==> config.mk <==
export PLATFORM = sky130hd
export DESIGN_NAME = output_queue_scheduler
export DESIGN_NICKNAME = d
export VERILOG_FILES = /design/src/rtl/output_queue_scheduler_pkg.sv /design/src/rtl/output_queue_scheduler_rr_pick.sv /design/src/rtl/output_queue_scheduler.sv
export SDC_FILE = /design/constraint.sdc
export NUM_CORES = 1
export LEC_CHECK = 0
export CORE_UTILIZATION = 48
export CTS_BUF_LIST = sky130_fd_sc_hd__clkbuf_8 sky130_fd_sc_hd__clkbuf_16
export DETAILED_ROUTE_END_ITERATION = 10
export GPL_TIMING_DRIVEN = 0
export PLACE_DENSITY = 0.69
export SLEW_MARGIN = 15
export SYNTH_ARGS = -nofsm -noshare
export SYNTH_HDL_FRONTEND = slang
export SYNTH_SLANG_ARGS = --single-unit
==> constraint.sdc <==
create_clock -name clk -period 7 [get_ports clk]
set_input_delay 1.4 -clock clk [delete_from_list [all_inputs] [get_ports clk]]
set_output_delay 1.4 -clock clk [all_outputs]
set_load 0.03 [all_outputs]
==> src/rtl/output_queue_scheduler_pkg.sv <==
// Shared definitions for the output-port packet scheduler.
package output_queue_scheduler_pkg;

  localparam int PRI_NUM_DEF = 8;

  typedef enum logic [1:0] {
    ST_IDLE  = 2'd0,
    ST_ARB   = 2'd1,
    ST_GRANT = 2'd2,
    ST_XFER  = 2'd3
  } sched_state_e;

  typedef enum logic {
    SCHED_SP  = 1'b0,
    SCHED_WRR = 1'b1
  } sched_scheme_e;

endpackage

==> src/rtl/output_queue_scheduler_rr_pick.sv <==
// Rotating first-one finder: first set bit of i_elig at or above i_start,
// wrapping N-1 -> 0. N need not be a power of two.
module output_queue_scheduler_rr_pick #(
  parameter int N = 8,
  parameter int W = 3
) (
  input  logic [N-1:0] i_elig,
  input  logic [W-1:0] i_start,
  output logic [W-1:0] o_idx,
  output logic         o_found
);

  int w_k;

  // Scan N slots starting at i_start; first eligible slot wins.
  always_comb begin
    o_idx   = '0;
    o_found = 1'b0;
    w_k     = 0;
    for (int i = 0; i < N; i++) begin
      w_k = int'(i_start) + i;
      if (w_k >= N) w_k = w_k - N;
      if (!o_found && i_elig[w_k]) begin
        o_found = 1'b1;
        o_idx   = W'(w_k);
      end
    end
  end

endmodule

==> src/rtl/output_queue_scheduler.sv <==
// Per-output-port scheduler: strict priority or credit WRR arbitration,
// then one packet per grant via grant/ack/done handshake.
module output_queue_scheduler
  import output_queue_scheduler_pkg::*;
#(
  parameter  int PRI_NUM  = PRI_NUM_DEF,
  parameter  int WEIGHT_W = 4,
  localparam int PRI_W    = $clog2(PRI_NUM)
) (
  input  logic                          clk,
  input  logic                          rst_n,
  input  logic [PRI_NUM-1:0]            queue_nempty,
  input  logic [PRI_NUM*WEIGHT_W-1:0]   weights,
  input  logic                          select_scheme,
  input  logic                          sched_en,
  output logic [PRI_W-1:0]              grant_queue,
  output logic                          grant_vld,
  input  logic                          grant_ack,
  input  logic                          pkt_done,
  output logic                          busy
);

  sched_state_e           r_state;
  logic [PRI_W-1:0]       r_sel;
  logic [PRI_W-1:0]       r_rr_ptr;
  logic                   r_wrr;       // scheme latched when r_sel was chosen
  logic [WEIGHT_W-1:0]    r_credit [PRI_NUM];

  logic [WEIGHT_W-1:0]    w_weight [PRI_NUM];
  logic [PRI_NUM-1:0]     w_elig;
  logic [PRI_W-1:0]       w_rr_idx;
  logic                   w_rr_found;
  logic [PRI_W-1:0]       w_sp_idx;
  logic                   w_any;
  logic [WEIGHT_W-1:0]    w_cur_credit;
  logic [WEIGHT_W-1:0]    w_dec_credit;
  logic [PRI_W-1:0]       w_ptr_inc;

  genvar gq;
  generate
    for (gq = 0; gq < PRI_NUM; gq++) begin : g_q
      assign w_weight[gq] = weights[gq*WEIGHT_W +: WEIGHT_W];
      assign w_elig[gq]   = queue_nempty[gq] && (r_credit[gq] != '0);
    end
  endgenerate

  assign w_any        = |queue_nempty;
  assign w_cur_credit = r_credit[r_sel];
  // Saturating decrement: a credit never wraps below zero.
  assign w_dec_credit = (w_cur_credit == '0) ? '0 : w_cur_credit - 1'b1;
  assign w_ptr_inc    = (r_sel == PRI_W'(PRI_NUM-1)) ? '0 : r_sel + 1'b1;

  output_queue_scheduler_rr_pick #(.N(PRI_NUM), .W(PRI_W)) u_rr_pick (
    .i_elig  (w_elig),
    .i_start (r_rr_ptr),
    .o_idx   (w_rr_idx),
    .o_found (w_rr_found)
  );

  // Strict priority: highest nonempty index wins (last hit in ascending scan).
  always_comb begin
    w_sp_idx = '0;
    for (int q = 0; q < PRI_NUM; q++)
      if (queue_nempty[q]) w_sp_idx = PRI_W'(q);
  end

  // Scheduler FSM with credit and round-robin pointer bookkeeping.
  always_ff @(posedge clk or negedge rst_n) begin
    if (!rst_n) begin
      r_state  <= ST_IDLE;
      r_sel    <= '0;
      r_rr_ptr <= '0;
      r_wrr    <= 1'b0;
      for (int q = 0; q < PRI_NUM; q++) r_credit[q] <= '0;
    end else begin
      case (r_state)
        ST_IDLE: begin
          if (sched_en && w_any) r_state <= ST_ARB;
        end
        ST_ARB: begin
          if (!w_any) begin
            r_state <= ST_IDLE;
          end else if (sched_scheme_e'(select_scheme) == SCHED_WRR) begin
            r_wrr <= 1'b1;
            if (w_rr_found) begin
              r_sel   <= w_rr_idx;
              r_state <= ST_GRANT;
            end else begin
              // Nobody eligible: refill every queue, weight 0 counts as 1,
              // and re-arbitrate next cycle.
              for (int q = 0; q < PRI_NUM; q++)
                r_credit[q] <= (w_weight[q] == '0) ? WEIGHT_W'(1) : w_weight[q];
            end
          end else begin
            r_wrr   <= 1'b0;
            r_sel   <= w_sp_idx;
            r_state <= ST_GRANT;
          end
        end
        ST_GRANT: begin
          // Ack takes precedence over a simultaneous queue drain.
          if (grant_ack) begin
            r_state <= ST_XFER;
            if (r_wrr) begin
              r_credit[r_sel] <= w_dec_credit;
              r_rr_ptr        <= (w_dec_credit == '0) ? w_ptr_inc : r_sel;
            end
          end else if (!queue_nempty[r_sel]) begin
            r_state <= ST_ARB;
          end
        end
        ST_XFER: begin
          if (pkt_done) r_state <= (sched_en && w_any) ? ST_ARB : ST_IDLE;
        end
        default: r_state <= ST_IDLE;
      endcase
    end
  end

  assign grant_vld   = (r_state == ST_GRANT);
  assign grant_queue = r_sel;
  assign busy        = (r_state != ST_IDLE);

endmodule
==> impl_metrics.csv <==
group,metric,value,unit
min_path,hold-path-endpoint,"r_wrr",
layout,antenna_cells,0,
logic_synthesis,ys_types,57,
setup_path,end_kind,"register",
pwr,ir_drop,218,uV
route,dr.pass1.iters,5,
timing,fin_crit,4.52,ns
timing,setup_viol,0,
min_path,worstHoldStart,"r_wrr",
timing,hold-worst-slack,0.501,ns
floorplan,num_io_pins,51,
setup_path,worstPathArrival,4.71,ns
timing,finalHoldViolCount,0,
timing,fin_skew,0.0114,ns
setup_path,r2r_cells,12,
route,wl_per_cell,19.9,microns
clock_tree,cts_tree,"done",
timing,period_share,64.6,%
route,viasPerCell,6.51,
setup_path,cpPeakStageDelay,0.60,ns
route,drc,0,
clock_tree,cts_resized,0,
timing,rsz0062_at_grt,"no",
clock_tree,hold_buffers,0,
logic_synthesis,netlist_area,3560,sq um
layout,final_nets,519,
setup_path,rrSetupSlack,2.98,ns
logic_synthesis,ys_seq_area_share,28.8,%
layout,utilization,59.6,%
status,status,"finished clean",
placement,portBuffers,49,
logic_synthesis,synth_flop_cell,"dfrtp_1",
route,ant_nets,0,
setup_path,crit_family,"multiplexers",
floorplan,die_w,88.1,microns
logic_synthesis,yosys.area.top_type,"dfrtp_1",
clock_tree,cts.sinks,41,
setup_path,cp_num_buf_inv,2,
floorplan,die_h,88.1,microns
global_routing,antenna_found_initial,0,
pwr,switching_share,52.2,%
pwr,p_leak,1.68,nW
floorplan,rows,31,
placement,postPlaceCellArea,4190,sq um
logic_synthesis,yosysMostFrequentCell,"o21ai_0",
timing,worstMarginPinSlew,0.966,ns
global_routing,grt_pass1_wl,17500,microns
logic_synthesis,yosys-top-cells-area,"dfrtp_1 29%, mux2i_1 7.0%, mux4_2 7.0%",
pwr,power_frac_seq,22.1,%
placement,place_congestion,0.946,
global_routing,grtUsageTotal,30.0,%
timing,finalWorstSetupSlack,2.48,ns
pwr,p_sw,1.20,mW
setup_path,critPathLaunchType,"input pin",
logic_synthesis,synth_fp_nets,462,
setup_path,critPathRequiredTime,7.19,ns
logic_synthesis,synth_common_cells,"42 x o21ai_0, 41 x dfrtp_1, 39 x nand2_1, 30 x nor2_1, 27 x a22o_1",
global_routing,grt_pass1_vias,3341,
floorplan,initial_core_util,49.4,%
clock_tree,postCtsSetupBuffers,0,
logic_synthesis,synth_cells,412,
logic_synthesis,syn_avg_cell_area,8.64,sq um
pwr,combPwrFrac,69.5,%
logic_synthesis,async_reset_ff_share,100,%
clock_tree,clock_latency,0.30,ns
route,routed_wl,11300,microns
pwr,intPower,1.10,mW
clock_tree,clkTransAtPathRegs,0.09,ns
setup_path,reg2reg_from,"r_rr_ptr[1]",
placement,dpl.hpwl,8640,microns
layout,drive_above_1_share,8.94,%
logic_synthesis,synth_edf_count,0,
route,drt_iter0_markers,223,
min_path,whs_path_depth,2,
layout,area.growth.synth_to_final,20.8,%
global_routing,grt_max_degree,34,
floorplan,core_region_area,7210,sq um
layout,fillers,663,
layout,stdcell_area,4300,sq um
placement,post-place-ws,2.27,ns
timing,max_freq,0.221,GHz
setup_path,critical_path_class,"input pin to register",
layout,finalNonFillerCells,569,
timing,relSlewSlack,33.8,%
clock_tree,cts-root-buf,"clkbuf_8",
logic_synthesis,ys_seq_elements,41,
pwr,clockPowerShare,8.4,%
run,drv_cap,0,
logic_synthesis,yosysWarnings,0,
setup_path,r2r-end,"r_credit[25]",
min_path,hp-class,"register to register",
timing,final.setup.tns,0,ns
setup_path,cp_max_fo,10,
setup_path,worstPathCellList,"clkdlybuf4s50_1 -> o41ai_2 -> mux2i_1 -> mux4_2 -> or3_1 -> nand4bb_1 -> a22oi_2 -> buf_4 -> o21ai_1 -> a22o_1",
clock_tree,ctsLongestPathBuffers,2,
global_routing,grt-ovfl-total,0,
placement,place_inst,561,
floorplan,dieArea,7770,sq um
setup_path,crit_slowest_cell,"mux4_2",
pwr,p_per_area,533,nW/um^2
clock_tree,cts_made_buffers,5,
route,vias,3705,
timing,drv_slew,0,
pwr,finalPower,2.29,mW
logic_synthesis,synth_top_area_share,28.8,%
clock_tree,h-tree-depth,2,
how the worst max path moves through the flow:
stage | from | endpoint | slack, ns | cells past startpoint
final | queue_nempty[7] | r_credit[25] | 2.48 | 10
after global routing | queue_nempty[7] | r_credit[26] | 2.38 | 10
after CTS | queue_nempty[3] | r_credit[25] | 2.57 | 10
after detailed placement | queue_nempty[3] | r_credit[25] | 2.27 | 10
after global placement | queue_nempty[6] | r_credit[25] | 2.28 | 10
after floorplan | queue_nempty[2] | r_credit[24] | 3.39 | 9
sequential cells by signal, summed over array words and instances (netlist names):
register / cells
r_rr_ptr: 3
r_state: 2
r_wrr: 1
grant_queue: 3
r_credit: 32
cell type report:
type | count | area, sq um | area share [%]
clock buffers | 5 | 68.8 | 1.60
plain buffers | 23 | 95.1 | 2.21
clock inverters | 3 | 42.5 | 0.989
well taps | 99 | 124 | 2.88
flip-flops and latches | 41 | 1030 | 23.9
inverters | 11 | 41.3 | 0.960
multi-input cells | 337 | 2400 | 55.8
repair buffers | 50 | 505 | 11.8
cell usage in the layout, fill, tap and decap left out, drive strengths merged, types with 11 or more instances in the layout:
cell type       n
o21ai          56
nand2          39
dfrtp          41
mux4           11
nand3          16
clkbuf         20
a22oi          12
nor2           30
a22o           27
nor3           16
clkdlybuf4s50  48
mux2i          25
cell families after synthesis:
group	share of synthesized area [%]
buffers and inverters	3.83
and+or+nand+nor	16.9
muxes	14.3
adders and majority gates	1.41
xor gates and xnor gates	0.738
AOI/OAI and AO/OA	34.0
DFF	28.8
worst min-delay path: stages, from the launching register on:
cell,delay [ns]
dfrtp_1,0.35
nand2_1,0.05
o21ai_0,0.07
layer usage:
metal  GRT usage, %  part of all wire [%]
met2           50.7                    49
met3           3.86                   6.1
met1           40.7                    43
met4           8.36                   1.8
met5              0                     0
power groups by stage:
| stage | Sequential, mW | Clock [mW] | Combinational, mW |
|---|---|---|---|
| floorplan | 0.467 | 0 | 1.15 |
| global placement | 0.502 | 0 | 1.54 |
| detailed placement | 0.503 | 0 | 1.57 |
| CTS | 0.500 | 0.194 | 1.57 |
| global route | 0.516 | 0.201 | 1.73 |
| finish | 0.506 | 0.192 | 1.60 |
Power figures use the tool's default switching activity.
==> patch 1, RTL diff (same flow settings) <==
The 4 states of `sched_state_e` get a one-hot encoding in 4 bits.
--- a/src/rtl/output_queue_scheduler_pkg.sv
+++ b/src/rtl/output_queue_scheduler_pkg.sv
@@ -3,11 +3,11 @@
 
   localparam int PRI_NUM_DEF = 8;
 
-  typedef enum logic [1:0] {
-    ST_IDLE  = 2'd0,
-    ST_ARB   = 2'd1,
-    ST_GRANT = 2'd2,
-    ST_XFER  = 2'd3
+  typedef enum logic [3:0] {
+    ST_IDLE  = 4'b0001,
+    ST_ARB   = 4'b0010,
+    ST_GRANT = 4'b0100,
+    ST_XFER  = 4'b1000
   } sched_state_e;
 
   typedef enum logic {
Behaviour: no difference found for any inputs over 4 cycles, from zero or initial values and one cycle with rst_n low; so few cycles prove little.
==> patch 1 against the unedited design <==
- sequential share of layout area fell by 0.51 points
- sequential cell count up 2
- setup slack got worse by 180 ps
- routed wire length up 10%
- cell area rose by 7.3%
- area after synthesis increased by 9.0%
- critical path depth rose by 1
- total power down 3.2%
- critical path type unchanged
==> patch 1: results (changes against the unedited design) <==
| Metric | Value |
|---|---|
| Routed len/inst | `20.9 um (was 19.9 um)` |
| Worst slew pin tran | `1090 ps (was 966 ps)` |
| Highest net fanout along the worst path | `10 (unchanged)` |
| Global-route wire length before repair | `20.4 mm (was 17.5 mm)` |
| Fin nets | `545 (was 519)` |
| Layout cells sized above 1 | `0.103 (was 0.0894)` |
| Post-CTS setup buffer count | `0 (unchanged)` |
| Dpl hpwl | `9.49 mm (was 8.64 mm)` |
| Reg clk slew, reported paths | `roughly 80 ps` |
| Drt initial violations | `385 (was 223)` |
| Total global-route track usage | `0.309 (was 0.300)` |
| Status | `finished, final reports clean (unchanged)` |
| Post-synth top cells | `nor2_1, dfrtp_1, a31oi_1, nand2_1, nor3_1 (was o21ai_0, dfrtp_1, nand2_1)` |
| Leak Pwr | `1.73 nW (was 1.68 nW)` |
| Clock Skew | `12.0 ps (was 11.4 ps)` |
| Seq/Total Area, Yosys | `0.278 (was 0.288)` |
| Clock H-tree levels | `2 (unchanged)` |
| YS warnings | `0 (unchanged)` |
| Synth area leaders | `dfrtp_1, mux4_2, nor2_1 (was dfrtp_1, mux2i_1, mux4_2)` |
| Vias | `3970 (was 3705)` |
| DRT Pass-1 Iters | `5 (unchanged)` |
| Internal power | `1.07 mW (was 1.10 mW)` |
| Port Buf Inserts | `50 (was 49)` |
| Vias in the first global route | `3820 (was 3341)` |
| Mapped Nets | `487 (was 462)` |
| Latest clock arrival within the worst-skew pair | `between 300 and 400 ps` |
| CTS resizes | `0 (unchanged)` |
| Worst vdd ir | `0.307 mV (was 0.218 mV)` |
| Arrival time worst endpoint | `4890 ps (was 4710 ps)` |
| Largest net degree at the start of global routing | `34 (unchanged)` |
| Count of distinct cell types in the synthesized netlist | `64 (was 57)` |
| Routability congestion estimate | `0.946 (about the same)` |
-- patch 1: area by class of cell --
class | count | area (um^2)
Timing Repair Buffer | 51 | 515
Clock inverter | 1 | 8.76
Tap cell | 102 | 128
Buffer | 31 | 121
Fill cell | 735 | 3150
Sequential cell | 43 | 1080
Multi-Input combinational cell | 351 | 2640
Clock buffer | 6 | 82.6
Inverter | 12 | 45.0
-- patch 1: stage by stage --
step / utilization / hold WS (ps) / worst slack (ps) / cells / cell area, um^2
global placement: 0.581 / 485 / 2020 / 589 / 4510
detailed placement: 0.582 / 494 / 2010 / 590 / 4520
floorplan: - / 471 / 3140 / 437 / 3880
finish: 0.594 / 511 / 2300 / 597 / 4620
CTS: 0.594 / 514 / 2320 / 597 / 4620
global route: 0.594 / 537 / 2150 / 597 / 4620
-- patch 1: power groups by stage --
stage | Sequential [mW] | Combinational (mW) | Clock (mW)
global placement | 0.507 | 1.48 | 0
CTS | 0.503 | 1.51 | 0.175
global route | 0.520 | 1.67 | 0.187
detailed placement | 0.508 | 1.50 | 0
finish | 0.506 | 1.54 | 0.173
floorplan | 0.479 | 1.10 | 0
-- patch 1: worst paths after layout --
| path | from | to | slack (ps) | cells after the start |
|---|---|---|---|---|
| max | queue_nempty[3] | r_credit[28] | 2300 | 11 |
| min | r_wrr | r_wrr | 510 | 1 |
| max reg2reg | r_credit[0] | r_credit[28] | 2860 | 10 |
| min reg2reg | r_wrr | r_wrr | 510 | 1 |
| max in group asynchronous | rst_n | grant_queue[0] | 5560 | 2 |
| min in group asynchronous | rst_n | r_credit[5] | 960 | 1 |
-- patch 1: layer usage --
metal | wire length (um) | vias to the layer above | global-route usage | share of wire
li1 | - | 1823 | - | -
met4 | 187 | 0 | 0.0885 | 0.015
met2 | 5760 | 171 | 0.482 | 0.46
met3 | 954 | 18 | 0.0398 | 0.077
met5 | 0 | - | 0 | 0
met1 | 5560 | 1958 | 0.449 | 0.45
-- patch 1: kinds of logic (layout without fill, tap and decap cells) --
logic type,count (synthesis),in the layout,share of synthesized area
xor gates and xnor gates,4,4,0.00903
buffers and inverters,43,101,0.0429
AOI/OAI and AO/OA,148,148,0.300
DFF,43,43,0.278
and+or+nand+nor,151,151,0.186
adders and majority gates,4,4,0.0129
muxes,44,44,0.172
-- patch 1: worst max-delay path: stages --
cell and delay, ps:
clkdlybuf4s50_1 540, o41ai_2 220, mux4_2 490, o21ai_1 80, o22a_1 210, or4_1 460
buf_2 210, o41ai_4 490, nand2_2 260, clkbuf_1 300, o22a_1 230
==> patch 2, RTL diff (config.mk and constraints unchanged) <==
Without the edit above. Change the package constant `PRI_NUM_DEF` from 8 to 4.
--- a/src/rtl/output_queue_scheduler_pkg.sv
+++ b/src/rtl/output_queue_scheduler_pkg.sv
@@ -1,7 +1,7 @@
 // Shared definitions for the output-port packet scheduler.
 package output_queue_scheduler_pkg;
 
-  localparam int PRI_NUM_DEF = 8;
+  localparam int PRI_NUM_DEF = 4;
 
   typedef enum logic [1:0] {
     ST_IDLE  = 2'd0,
Interface: changed (resized grant_queue, queue_nempty and weights); port bits go from 51 to 30. No check against the original RTL was run, so the function may have changed too.
==> patch 2 against the unedited design <==
- register-to-register slack better by 1400 ps
- sequential power fell by 45%
- global-route usage fell by 3.2 points
- core utilization grew 2.2 points
- area after synthesis is 52% lower
- clock skew down 6.1 ps
- setup slack better by 1100 ps
- total power down 62%
- sequential cell count down 18
- cell area shrank 52%
- via count shrank 58%
- routed wire length down 60%
- critical path type unchanged
==> patch 2: results (changes against the unedited design) <==
| Metric | Value |
|---|---|
| CP peak stage delay | `910 ps (was 600 ps)` |
| Drt total wl | `4.52 mm (was 11.3 mm)` |
| Ant. Diodes | `0 (unchanged)` |
| Highest net fanout along the worst path | `9 (was 10)` |
| Synth area leaders | `dfrtp_1, mux4_2, o21ai_0 (was dfrtp_1, mux2i_1, mux4_2)` |
| Worst slack, placed | `3310 ps (was 2270 ps)` |
| Largest register FFs | `16 (was 32)` |
| Layout cells sized above 1 | `0.146 (was 0.0894)` |
| Clock Skew | `5.22 ps (was 11.4 ps)` |
| Met1 Routed Length | `2.01 mm (was 4.90 mm)` |
| Worst vdd ir | `0.199 mV (was 0.218 mV)` |
| Total CTS buffers | `3 (was 5)` |
| WL met3 | `254 um (was 684 um)` |
| Largest net degree at the start of global routing | `24 (was 34)` |
| Total global-route track usage | `0.268 (was 0.300)` |
| Fin nets | `236 (was 519)` |
| Clock H-tree levels | `1 (was 2)` |
| Port Buf Inserts | `29 (was 49)` |
| Mapped Nets | `202 (was 462)` |
| Global-route wire length before repair | `7.19 mm (was 17.5 mm)` |
| Internal power | `0.457 mW (was 1.10 mW)` |
| Initial antenna violation count | `0 (unchanged)` |
| Clock root cell | `clkbuf_8 (unchanged)` |
| Reg2reg path depth | `7 (was 12)` |
| CP max-delay cell | `nor4_1 (was mux4_2)` |
| Latest clock arrival within the worst-skew pair | `270 ps (was 300 ps)` |
| Part of the power in registers | `0.318 (was 0.221)` |
| Arrival time worst endpoint | `3560 ps (was 4710 ps)` |
| Dpl hpwl | `3.46 mm (was 8.64 mm)` |
| Max Buffers Root-to-Sink | `2 (unchanged)` |
| Vias in the first global route | `1503 (was 3341)` |
| Status | `finished, final reports clean (unchanged)` |
| Seq/Total Area, Yosys | `0.340 (was 0.288)` |
| Worst hold path depth | `1 (was 2)` |
| DRT Pass-1 Iters | `4 (was 5)` |
| Comb pwr | `0.518 mW (was 1.60 mW)` |
| Drt initial violations | `65 (was 223)` |
| Leak Pwr | `0.813 nW (was 1.68 nW)` |
| Routability congestion estimate | `0.873 (was 0.946)` |
| Post-synth top cells | `dfrtp_1, nand2_1, o21ai_0 (was o21ai_0, dfrtp_1, nand2_1)` |
| Routed vias/inst | `6.14 (was 6.51)` |
| CTS resizes | `0 (unchanged)` |
| Worst slew pin tran | `1060 ps (was 966 ps)` |
| Routed wl met2 | `2.20 mm (was 5.51 mm)` |
| Clock power frac | `0.095 (was 0.084)` |
| Count of distinct cell types in the synthesized netlist | `43 (was 57)` |
patch 2: worst paths after layout:
check,startpoint,to,slack (ps)
min reg2reg,r_wrr,r_wrr,540
min,r_wrr,r_wrr,540
max reg2reg,r_state[0],r_credit[9],4430
min in group asynchronous,rst_n,r_credit[15],1100
max in group asynchronous,rst_n,grant_queue[0],5540
max,queue_nempty[2],r_credit[10],3570
patch 2: metal layers:
layer / up-vias / track usage
met5: - / 0
met4: 0 / 0.102
met3: 9 / 0.0630
met2: 49 / 0.432
met1: 753 / 0.353
li1: 730 / -
patch 2: kinds of logic (layout without fill, tap and decap cells):
group                      Yosys count  after routing  share of synthesized area
AOI/OAI and AO/OA                   70             70                      0.355
and+or+nand+nor                     50             50                      0.153
DFF                                 23             23                      0.340
buffers and inverters               19             52                     0.0488
muxes                                6              6                     0.0732
adders and majority gates            4              4                     0.0296
patch 2: layout make-up:
| class | instances | area [um^2] |
|---|---|---|
| Buffer | 5 | 30.0 |
| Clock buffer | 3 | 41.3 |
| Clock inverter | 1 | 3.75 |
| Fill cell | 309 | 1280 |
| Inverter | 14 | 52.6 |
| Multi-Input combinational cell | 130 | 1030 |
| Sequential cell | 23 | 576 |
| Tap cell | 46 | 57.6 |
| Timing Repair Buffer | 29 | 285 |
patch 2: worst max-delay path: cells and delay by family:
| family | cells | cell delay [ps] |
|---|---|---|
| AOI/OAI and AO/OA | 3 | 710 |
| and+or+nand+nor | 1 | 910 |
| buffers and inverters | 1 | 540 |
patch 2: metrics by stage:
step,util,instances,instance area [um^2]
6_report,0.618,251,2080
5_1_grt,0.618,251,2080
4_1_cts,0.620,251,2080
3_5_place_dp,0.606,247,2040
3_3_place_gp,0.606,247,2040
2_1_floorplan,-,172,1690
